--- config.mk ---
export PLATFORM = sky130hd
export DESIGN_NAME = sram_access_ctrl
export DESIGN_NICKNAME = d
export VERILOG_FILES = /design/src/rtl/sram_ctrl_pkg.sv /design/src/rtl/sram_phase_timer.sv /design/src/rtl/sram_access_ctrl.sv
export SDC_FILE = /design/constraint.sdc
export NUM_CORES = 1
export LEC_CHECK = 0
export CORE_MARGIN = 10
export CORE_UTILIZATION = 42
export CTS_CLUSTER_SIZE = 28
export DETAILED_ROUTE_END_ITERATION = 10
export PLACE_DENSITY = 0.73
export SYNTH_ARGS = -nofsm -noshare
export SYNTH_HDL_FRONTEND = slang
export SYNTH_SLANG_ARGS = --single-unit
--- constraint.sdc ---
create_clock -name clk -period 1.7 [get_ports clk]
set_input_delay 0.34 -clock clk [delete_from_list [all_inputs] [get_ports clk]]
set_output_delay 0.34 -clock clk [all_outputs]
set_load 0.02 [all_outputs]
--- src/rtl/sram_ctrl_pkg.sv ---
// Shared types and default timing for the SRAM access sequencer.
package sram_ctrl_pkg;

  typedef enum logic [2:0] {
    IDLE  = 3'd0,
    PRE   = 3'd1,
    ACC   = 3'd2,
    SENSE = 3'd3,
    DONE  = 3'd4
  } state_t;

  localparam int unsigned DEF_COLS  = 8;
  localparam int unsigned DEF_ROWS  = 16;
  localparam int unsigned DEF_T_PRE = 2;
  localparam int unsigned DEF_T_WL  = 3;
  localparam int unsigned DEF_T_SA  = 2;

  // Largest of three phase lengths; sizes the shared phase counter.
  function automatic int unsigned max3(input int unsigned a, input int unsigned b,
                                       input int unsigned c);
    int unsigned m;
    m = (a > b) ? a : b;
    return (m > c) ? m : c;
  endfunction

endpackage

--- src/rtl/sram_phase_timer.sv ---
// Loadable phase down-counter; done_c flags the last cycle of a loaded phase.
module sram_phase_timer #(
  parameter int unsigned W = 2
) (
  input  logic         clk,
  input  logic         rst,
  input  logic         load,
  input  logic [W-1:0] value,
  output logic         done_c
);

  logic [W-1:0] count;

  // Load a phase length, then count down to zero and park there.
  always_ff @(posedge clk or posedge rst) begin
    if (rst) begin
      count <= '0;
    end else if (load) begin
      count <= value;
    end else if (count != '0) begin
      count <= count - W'(1);
    end
  end

  assign done_c = (count == W'(1));

endmodule

--- src/rtl/sram_access_ctrl.sv ---
// Single-port SRAM access sequencer: precharge -> wordline(/write) -> sense -> done.
// Optional write-verify readback pass: define SRAM_ACCESS_CTRL_WRITE_VERIFY_EN.
module sram_access_ctrl
  import sram_ctrl_pkg::*;
#(
  parameter  int unsigned COLS   = DEF_COLS,
  parameter  int unsigned ROWS   = DEF_ROWS,
  parameter  int unsigned T_PRE  = DEF_T_PRE,
  parameter  int unsigned T_WL   = DEF_T_WL,
  parameter  int unsigned T_SA   = DEF_T_SA,
  localparam int unsigned ADDR_W = $clog2(ROWS)
) (
  input  logic              clk,
  input  logic              rst,
  input  logic              req_valid,
  output logic              req_ready,
  input  logic              req_we,
  input  logic [ADDR_W-1:0] req_addr,
  input  logic [COLS-1:0]   req_wdata,
  output logic              rsp_valid,
  output logic [COLS-1:0]   rsp_rdata,
  output logic              rsp_err,
  output logic              pre_en,
  output logic              wl_en,
  output logic [ADDR_W-1:0] wl_addr,
  output logic              wr_en,
  output logic [COLS-1:0]   wr_data,
  output logic              sae,
  input  logic [COLS-1:0]   sa_data
);

  localparam int unsigned CNT_W = $clog2(max3(T_PRE, T_WL, T_SA) + 1);

`ifdef SRAM_ACCESS_CTRL_WRITE_VERIFY_EN
  localparam bit VERIFY_EN = 1'b1;
  logic verify;
`else
  localparam bit VERIFY_EN = 1'b0;
  logic verify;
  assign verify = 1'b0;
`endif

  state_t              state;
  logic                lat_we;
  logic [ADDR_W-1:0]   lat_addr;
  logic [COLS-1:0]     lat_wdata;
  logic                tmr_load_c;
  logic [CNT_W-1:0]    tmr_val_c;
  logic                tmr_done_c;
  logic                accept_c;
  logic                drive_wr_c;

  assign accept_c   = req_valid && req_ready;
  // The write driver is used only on the first pass of a write, never on the verify readback.
  assign drive_wr_c = lat_we && !verify;

  sram_phase_timer #(.W(CNT_W)) u_timer (
    .clk    (clk),
    .rst    (rst),
    .load   (tmr_load_c),
    .value  (tmr_val_c),
    .done_c (tmr_done_c)
  );

  // Pick the next phase length at each phase boundary.
  always_comb begin
    tmr_load_c = 1'b0;
    tmr_val_c  = '0;
    case (state)
      IDLE: begin
        if (accept_c) begin
          tmr_load_c = 1'b1;
          tmr_val_c  = CNT_W'(T_PRE);
        end
      end
      PRE: begin
        if (tmr_done_c) begin
          tmr_load_c = 1'b1;
          tmr_val_c  = CNT_W'(T_WL);
        end
      end
      ACC: begin
        if (tmr_done_c) begin
          if (drive_wr_c) begin
            tmr_load_c = VERIFY_EN;
            tmr_val_c  = CNT_W'(T_PRE);
          end else begin
            tmr_load_c = 1'b1;
            tmr_val_c  = CNT_W'(T_SA);
          end
        end
      end
      default: ;
    endcase
  end

  // Sequencer: state and every phase/response output change together on the clock edge.
  always_ff @(posedge clk or posedge rst) begin
    if (rst) begin
      state     <= IDLE;
      req_ready <= 1'b0;
      lat_we    <= 1'b0;
      lat_addr  <= '0;
      lat_wdata <= '0;
      rsp_valid <= 1'b0;
      rsp_rdata <= '0;
      rsp_err   <= 1'b0;
      pre_en    <= 1'b0;
      wl_en     <= 1'b0;
      wl_addr   <= '0;
      wr_en     <= 1'b0;
      wr_data   <= '0;
      sae       <= 1'b0;
`ifdef SRAM_ACCESS_CTRL_WRITE_VERIFY_EN
      verify    <= 1'b0;
`endif
    end else begin
      case (state)
        IDLE: begin
          req_ready <= 1'b1;
          if (accept_c) begin
            lat_we    <= req_we;
            lat_addr  <= req_addr;
            lat_wdata <= req_wdata;
            req_ready <= 1'b0;
            pre_en    <= 1'b1;
            state     <= PRE;
          end
        end
        PRE: begin
          if (tmr_done_c) begin
            pre_en  <= 1'b0;
            wl_en   <= 1'b1;
            wl_addr <= lat_addr;
            wr_en   <= drive_wr_c;
            wr_data <= drive_wr_c ? lat_wdata : '0;
            state   <= ACC;
          end
        end
        ACC: begin
          if (tmr_done_c) begin
            wl_en   <= 1'b0;
            wl_addr <= '0;
            wr_en   <= 1'b0;
            wr_data <= '0;
            if (drive_wr_c) begin
`ifdef SRAM_ACCESS_CTRL_WRITE_VERIFY_EN
              verify <= 1'b1;
              pre_en <= 1'b1;
              state  <= PRE;
`else
              rsp_valid <= 1'b1;
              state     <= DONE;
`endif
            end else begin
              sae   <= 1'b1;
              state <= SENSE;
            end
          end
        end
        SENSE: begin
          if (tmr_done_c) begin
            sae       <= 1'b0;
            rsp_rdata <= sa_data;
            rsp_valid <= 1'b1;
`ifdef SRAM_ACCESS_CTRL_WRITE_VERIFY_EN
            rsp_err   <= verify && (sa_data != lat_wdata);
            verify    <= 1'b0;
`endif
            state     <= DONE;
          end
        end
        DONE: begin
          rsp_valid <= 1'b0;
          rsp_err   <= 1'b0;
          req_ready <= 1'b1;
          state     <= IDLE;
        end
        default: state <= IDLE;
      endcase
    end
  end

endmodule

==> reports/qor.yml, run 1 <==
outcome: "complete, no violations"
worst_pin_slew_ps: 533
crit_start: "req_ready$_DFFE_PP0P_"
switching_share: 0.340
syn_area_per_cell_sq_um: 14.0
cp.depth: 1
antenna_found_initial: 0
ant_nets: 0
fin_tns_setup_ps: 0
die_y_microns: 85.7
r2r-start: "state[1]$_DFFE_PP0P_"
slew_headroom: 0.642
pwr-share-seq: 0.379
hold-worst-slack_ps: 346
vdd_drop_max_uv: 815
clock_power_share: 0.163
postCtsSetupRepairBufs: 0
grt_pass1_vias: 1435
cp_data_required_time_ps: 1360
drtIter0Drc: 80
fin_crit_sh: 0.962
path_max_fanout: 3
htreeDepth: 2
cts_num_sinks: 44
grt_max_degree: 24
drt-pass1-iter-count: 4
intPower_mw: 3.13
grt-ovfl-total: 0
cts-root-buf: "clkbuf_8"
power.switching_mw: 1.62
power.leakage_nw: 1.14
combPwrFrac: 0.458
yosys_warnings: 0
vias_per_cell: 5.11
holdBufCountCts: 0
fin_nets: 213
slowest_delay_ps: 630
end_kind: "primary output"
start_kind: "flip-flop"
drt-total-wl_mm: 4.13
max_freq_mhz: 611
grt_pass1_wl_mm: 7.13
path_cells: "clkdlybuf4s50_1"
final_cell_area_sq_um: 2490
hp-class: "input pin to async pin"
ys_seq_area_frac: 0.606
areaGrowthSynthToFinish_pct: 37.2
synth_cells: 130
r2r_slack_ps: 170
cap_viol_max_count: 0
grtUsageTotal: 0.118
layout_min_cycle_time_ps: 1640
path_class: "flip-flop to primary output"
antenna_cells: 0
vias: 1217
dp_hpwl_mm: 3.13
drcViolationCount: 0
setup_viol: 0
p_per_area_nw_per_um2: 1910
fill_cells: 317
syn-num-nets: 156
cts_buffers: 5
rsz0062_at_grt: "no"
crit_family: "buffers and inverters"
fp.dieW_microns: 85.7
power_mw: 4.75
start_util: 0.444
synth_cell_types: 32
cts_repair_resize_count: 0
clock_latency_ps: 290
rows: 23
clk_pin_slew_ps: 80
finalHoldViolations: 0
place_congestion: 0.744
core-area_sq_um: 4090
r2r_cells: 2
cts_buffer_depth: 2
ys_seq_elements: 44
port_buffers: 49
cts_tree: "yes"
drt-wirelength-per-cell_microns: 17.4
place_area_sq_um: 2380
arrival_ps: 1300
crit_end: "req_ready"
slew_viol_final: 0
worstReg2RegEnd: "lat_wdata[0]$_DFFE_PP0N_"
final_layout_size_suffix_gt1_frac: 0.229
worst-path-buf-inv: 1
dieArea_sq_um: 7350
ios: 51
skew_ps: 7.13
crit_slowest_cell: "clkdlybuf4s50_1"
syn-cell-area_sq_um: 1820
==> cell usage after synthesis <==
cell type	instances	area [sq um]
a21o_1	2	15.0
mux2_4	7	105
xnor2_1	1	8.76
a211oi_1	1	7.51
buf_2	2	10.0
nand2_1	7	26.3
a22o_1	12	105
buf_12	1	20.0
mux2_2	14	158
nor3b_2	1	12.5
clkbuf_1	2	7.51
a31o_2	1	8.76
xor2_1	1	8.76
nor4_1	1	6.26
and2b_1	1	7.51
conb_1	1	3.75
nand4b_1	1	8.76
o21ai_0	2	10.0
a2bb2oi_1	1	8.76
nand3b_1	1	7.51
inv_1	5	18.8
nor2_1	6	22.5
o221a_2	1	11.3
dfrtp_1	44	1100
and4bb_2	1	12.5
buf_4	1	7.51
ha_1	2	25.0
buf_6	2	22.5
nand3_1	2	10.0
or4_4	1	11.3
nand2b_1	2	12.5
a21oi_1	3	15.0
==> layout make-up <==
| cell class | instances | area, sq um | area share |
|---|---|---|---|
| Tap cell | 50 | 62.6 | 0.0251 |
| Multi-Input combinational cell | 73 | 631 | 0.253 |
| Sequential cell | 44 | 1100 | 0.442 |
| Clock inverter | 2 | 35.0 | 0.0141 |
| Clock buffer | 6 | 72.6 | 0.0291 |
| Timing Repair Buffer | 58 | 571 | 0.229 |
| Inverter | 5 | 18.8 | 0.00753 |
==> cells by family (layout without fill, tap and decap cells) <==
kind of cell,count (synthesis),in the layout,synth area share
flip-flops,44,44,0.606
AND/OR/NAND/NOR,24,24,0.0758
AO/OA/AOI/OAI,23,23,0.0999
multiplexers,21,21,0.145
buffers and inverters,13,71,0.0476
adder cells (fa/ha/maj),2,2,0.0138
XOR/XNOR,2,2,0.00965
other,1,1,0.00207
==> power groups by stage <==
stage,combinational [mW],clock (mW),sequential (mW)
6_report,2.18,0.772,1.80
4_1_cts,2.20,0.784,1.81
3_5_place_dp,2.19,0,1.82
3_3_place_gp,2.10,0,1.79
2_1_floorplan,1.03,0,2.10
5_1_grt,2.36,0.843,1.88
==> per-stage QoR <==
step / worst slack, ps / cells / utilization
global route: 2.79 / 238 / 0.610
floorplan: 20.9 / 130 / -
finish: 64.0 / 238 / 0.610
global placement: -183 / 230 / 0.583
detailed placement: -202 / 230 / 0.583
CTS: 7.98 / 238 / 0.609
==> how the worst min path moves through the flow <==
stage / depth (start not counted) / to
floorplan: 1 / wl_addr[0]$_DFFE_PP0P_
global placement: 1 / wl_en$_DFFE_PP0P_
detailed placement: 2 / sae$_DFFE_PP0P_
CTS: 2 / rsp_rdata[6]$_DFFE_PP0P_
global route: 2 / u_timer.count[1]$_DFFE_PP0P_
finish: 2 / rsp_rdata[6]$_DFFE_PP0P_
==> cell usage in the layout (no fill, tap or decap) <==
cell type	instances
and4bb_2	1
clkbuf_8	5
a31o_2	1
mux2_2	14
a21oi_1	3
nand4b_1	1
and2b_1	1
a211oi_1	1
nand3b_1	1
buf_12	1
xor2_1	1
clkinv_1	1
o21ai_0	2
clkdlybuf4s50_1	49
o221a_2	1
clkinv_2	1
bufinv_16	1
nand2_2	1
nand2_1	6
a21o_1	2
ha_1	2
xnor2_1	1
inv_1	4
nor2_1	6
nand2b_1	2
nand3_1	2
conb_1	1
or4_4	1
buf_4	8
a2bb2oi_1	1
a22o_1	12
dfrtp_1	44
mux2_4	7
nor4_1	1
nor3b_2	1
clkbuf_1	1
==> registers in the layout, indices dropped and copies added (netlist names) <==
register,count
wr_data,8
drive_wr_c,1
u_timer.count,2
pre_en,1
state,3
wr_en,1
rsp_rdata,8
sae,1
lat_addr,4
req_ready,1
wl_addr,4
wl_en,1
lat_wdata,8
rsp_valid,1
==> layer usage <==
| layer | wire, microns | up-vias | track usage | part of all wire |
|---|---|---|---|---|
| met2 | 1960 | 45 | 0.186 | 0.47 |
| met5 | 0 | - | 0 | 0 |
| met4 | 7 | 0 | 0.0284 | 0.0017 |
| met1 | 1770 | 600 | 0.136 | 0.43 |
| li1 | - | 570 | - | - |
| met3 | 396 | 2 | 0.0643 | 0.096 |
No activity file was read; power rests on OpenSTA's default activity.
==> inputs of run 2 (changes only) <==
--- a/config.mk
+++ b/config.mk
@@ -9,7 +9,7 @@
 export CORE_UTILIZATION = 42
 export CTS_CLUSTER_SIZE = 28
 export DETAILED_ROUTE_END_ITERATION = 10
-export PLACE_DENSITY = 0.73
+export PLACE_DENSITY = 0.74
 export SYNTH_ARGS = -nofsm -noshare
 export SYNTH_HDL_FRONTEND = slang
 export SYNTH_SLANG_ARGS = --single-unit
==> run 2 against run 1 <==
Against the previous run:
- via count is 1.7% lower
- critical path depth stayed put
- cell count is 0.84% higher
- clock power is 15% lower
- worst setup slack better by 2.5 ps
- highest routed layer unchanged
==> reports/qor.yml, run 2 (synthesized netlist as in run 1, its figures left out) <==
r2r-start: "u_timer.count[0]$_DFFE_PP0P_"
layout_commonest_cell: "clkdlybuf4s50_1"
path_class: "flip-flop to primary output"
slew_viol_final: 0  # unchanged
cp_data_required_time_ps: 1360  # about the same
port_buffers: 49  # unchanged
outcome: "complete, no violations"
fp.dieW_microns: 85.7  # unchanged
fin_nets: 215  # +0.94%
arrival_ps: 1290  # about the same
r2r_slack_ps: 170  # about the same
end_kind: "primary output"
path_max_fanout: 3  # unchanged
max_freq_mhz: 612  # +0.16%
vias: 1196  # -1.7%
vias_per_cell: 4.98  # -2.5%
cts_buffer_depth: 2  # unchanged
skew_ps: 3.37  # -3.76 ps
cp.depth: 1  # unchanged
die_y_microns: 85.7  # unchanged
clk_pin_slew_ps: 80  # about the same
cts_buffers: 5  # unchanged
cts-root-buf: "clkbuf_8"
antenna_found_initial: 0  # unchanged
clock_latency_ps: 290  # about the same
drtIter0Drc: 68  # -15%
grt_max_degree: 32  # +33%
cts_tree: "yes"
start_kind: "flip-flop"
crit_slowest_cell: "clkdlybuf4s50_1"
crit_family: "buffers and inverters"
power.leakage_nw: 1.15  # +0.55%
layout_min_cycle_time_ps: 1630  # -2.55 ps
drcViolationCount: 0  # unchanged
cts_num_sinks: 44  # unchanged
setup_slack_ps: 66.5  # +2.55 ps
rows: 23  # unchanged
antenna_cells: 0  # unchanged
drt-pass1-iter-count: 3  # -1
ios: 51  # unchanged
hold-worst-slack_ps: 342  # -3.84 ps
p_per_area_nw_per_um2: 1870  # -1.8%
drt-wirelength-per-cell_microns: 16.5  # -4.8%
place_area_sq_um: 2400  # +0.63%
instances_no_fill: 240  # +0.84%
start_util: 0.444  # unchanged
finalHoldViolations: 0  # unchanged
dp_cells: 232  # +0.87%
htreeDepth: 2  # unchanged
mostFrequentLayoutCells: "49 x clkdlybuf4s50_1, 44 x dfrtp_1, 14 x mux2_2"
cap_viol_max_count: 0  # unchanged
ant_nets: 0  # unchanged
grt_pass1_vias: 1353  # -5.7%
holdBufCountCts: 0  # unchanged
areaGrowthSynthToFinish_pct: 37.1
grt-ovfl-total: 0  # unchanged
place_congestion: 0.755  # +1.5%
vdd_drop_max_uv: 845  # +3.7%
drt-total-wl_mm: 3.97  # -4.0%
dp_hpwl_mm: 3.05  # -2.8%
grtUsageTotal: 0.113  # -0.00517
final_layout_size_suffix_gt1_frac: 0.237  # +0.00812
setup_viol: 0  # unchanged
rsz0062_at_grt: "no"
slowest_delay_ps: 620  # about the same
final_cell_area_sq_um: 2490  # -0.10%
pre_cts_slack_ps: -192  # +10.6 ps
hp-class: "input pin to async pin"
core-area_sq_um: 4090  # unchanged
top_regs: "lat_wdata: 8 flops, rsp_rdata: 8 flops, wr_data: 8 flops"
fin_crit_sh: 0.961  # -0.00150
postCtsSetupRepairBufs: 0  # unchanged
power_mw: 4.66  # -1.9%
path_cells: "clkdlybuf4s50_1"
r2r_cells: 5  # +3
cts_repair_resize_count: 0  # unchanged
worstReg2RegEnd: "rsp_rdata[4]$_DFFE_PP0P_"
worst-path-buf-inv: 1  # unchanged
grt_pass1_wl_mm: 6.71  # -5.9%
dieArea_sq_um: 7350  # unchanged
==> run 2: cell types whose count changed in the layout (fill, tap and decap cells not counted) <==
cell and delta:
buf_4 +2, clkinv_2 +1, clkbuf_1 -1, clkbuf_8 +1
nand2_2 -1, nand2_1 +1, bufinv_16 -1
==> run 2: area by class of cell <==
cell class	instances	area [sq um]
fillers	332	1600
flip-flops and latches	44	1100
multi-input cells	73	628
repair buffers	60	586
clock buffers	6	82.6
well taps	50	62.6
inverters	5	18.8
clock inverters	2	10.0
==> run 2: how the worst max path moves through the flow <==
stage,slack (ps),to,start
2_1_floorplan,20,drive_wr_c$_DFFE_PP0N_,state[2]$_DFFE_PP0P_
4_1_cts,50,rsp_valid,rsp_valid$_DFFE_PP0P_
3_5_place_dp,-190,lat_wdata[2]$_DFFE_PP0N_,req_valid
3_3_place_gp,-180,lat_wdata[7]$_DFFE_PP0N_,req_valid
6_report,70,req_ready,req_ready$_DFFE_PP0P_
5_1_grt,7,req_ready,req_ready$_DFFE_PP0P_
==> run 2: report_power, final <==
part	switching [mW]	internal [mW]	total [mW]
Sequential	0.274	1.53	1.80
Combinational	0.993	1.21	2.20
Clock	0.334	0.324	0.658
Total	1.60	3.06	4.66
==> run 2: routing by layer <==
layer / vias up / routed length [microns] / track usage
met2: 41 / 1810 / 0.174
met5: - / 0 / 0
met1: 582 / 1710 / 0.129
met3: 2 / 427 / 0.0719
li1: 571 / - / -
met4: 0 / 21 / 0.0225
==> run 2: through the flow <==
stage	TNS, ps	utilization
2_1_floorplan	0	-
3_3_place_gp	-2190	0.586
3_5_place_dp	-2310	0.586
4_1_cts	0	0.609
5_1_grt	0	0.609
6_report	0	0.609
==> inputs of run 3 (changes only) <==
--- a/config.mk
+++ b/config.mk
@@ -5,6 +5,7 @@
 export SDC_FILE = /design/constraint.sdc
 export NUM_CORES = 1
 export LEC_CHECK = 0
+export CAP_MARGIN = 20
 export CORE_MARGIN = 10
 export CORE_UTILIZATION = 42
 export CTS_CLUSTER_SIZE = 28
==> results of run 3 <==
No change in the layout: final DEF, timing and power equal those of run 2.
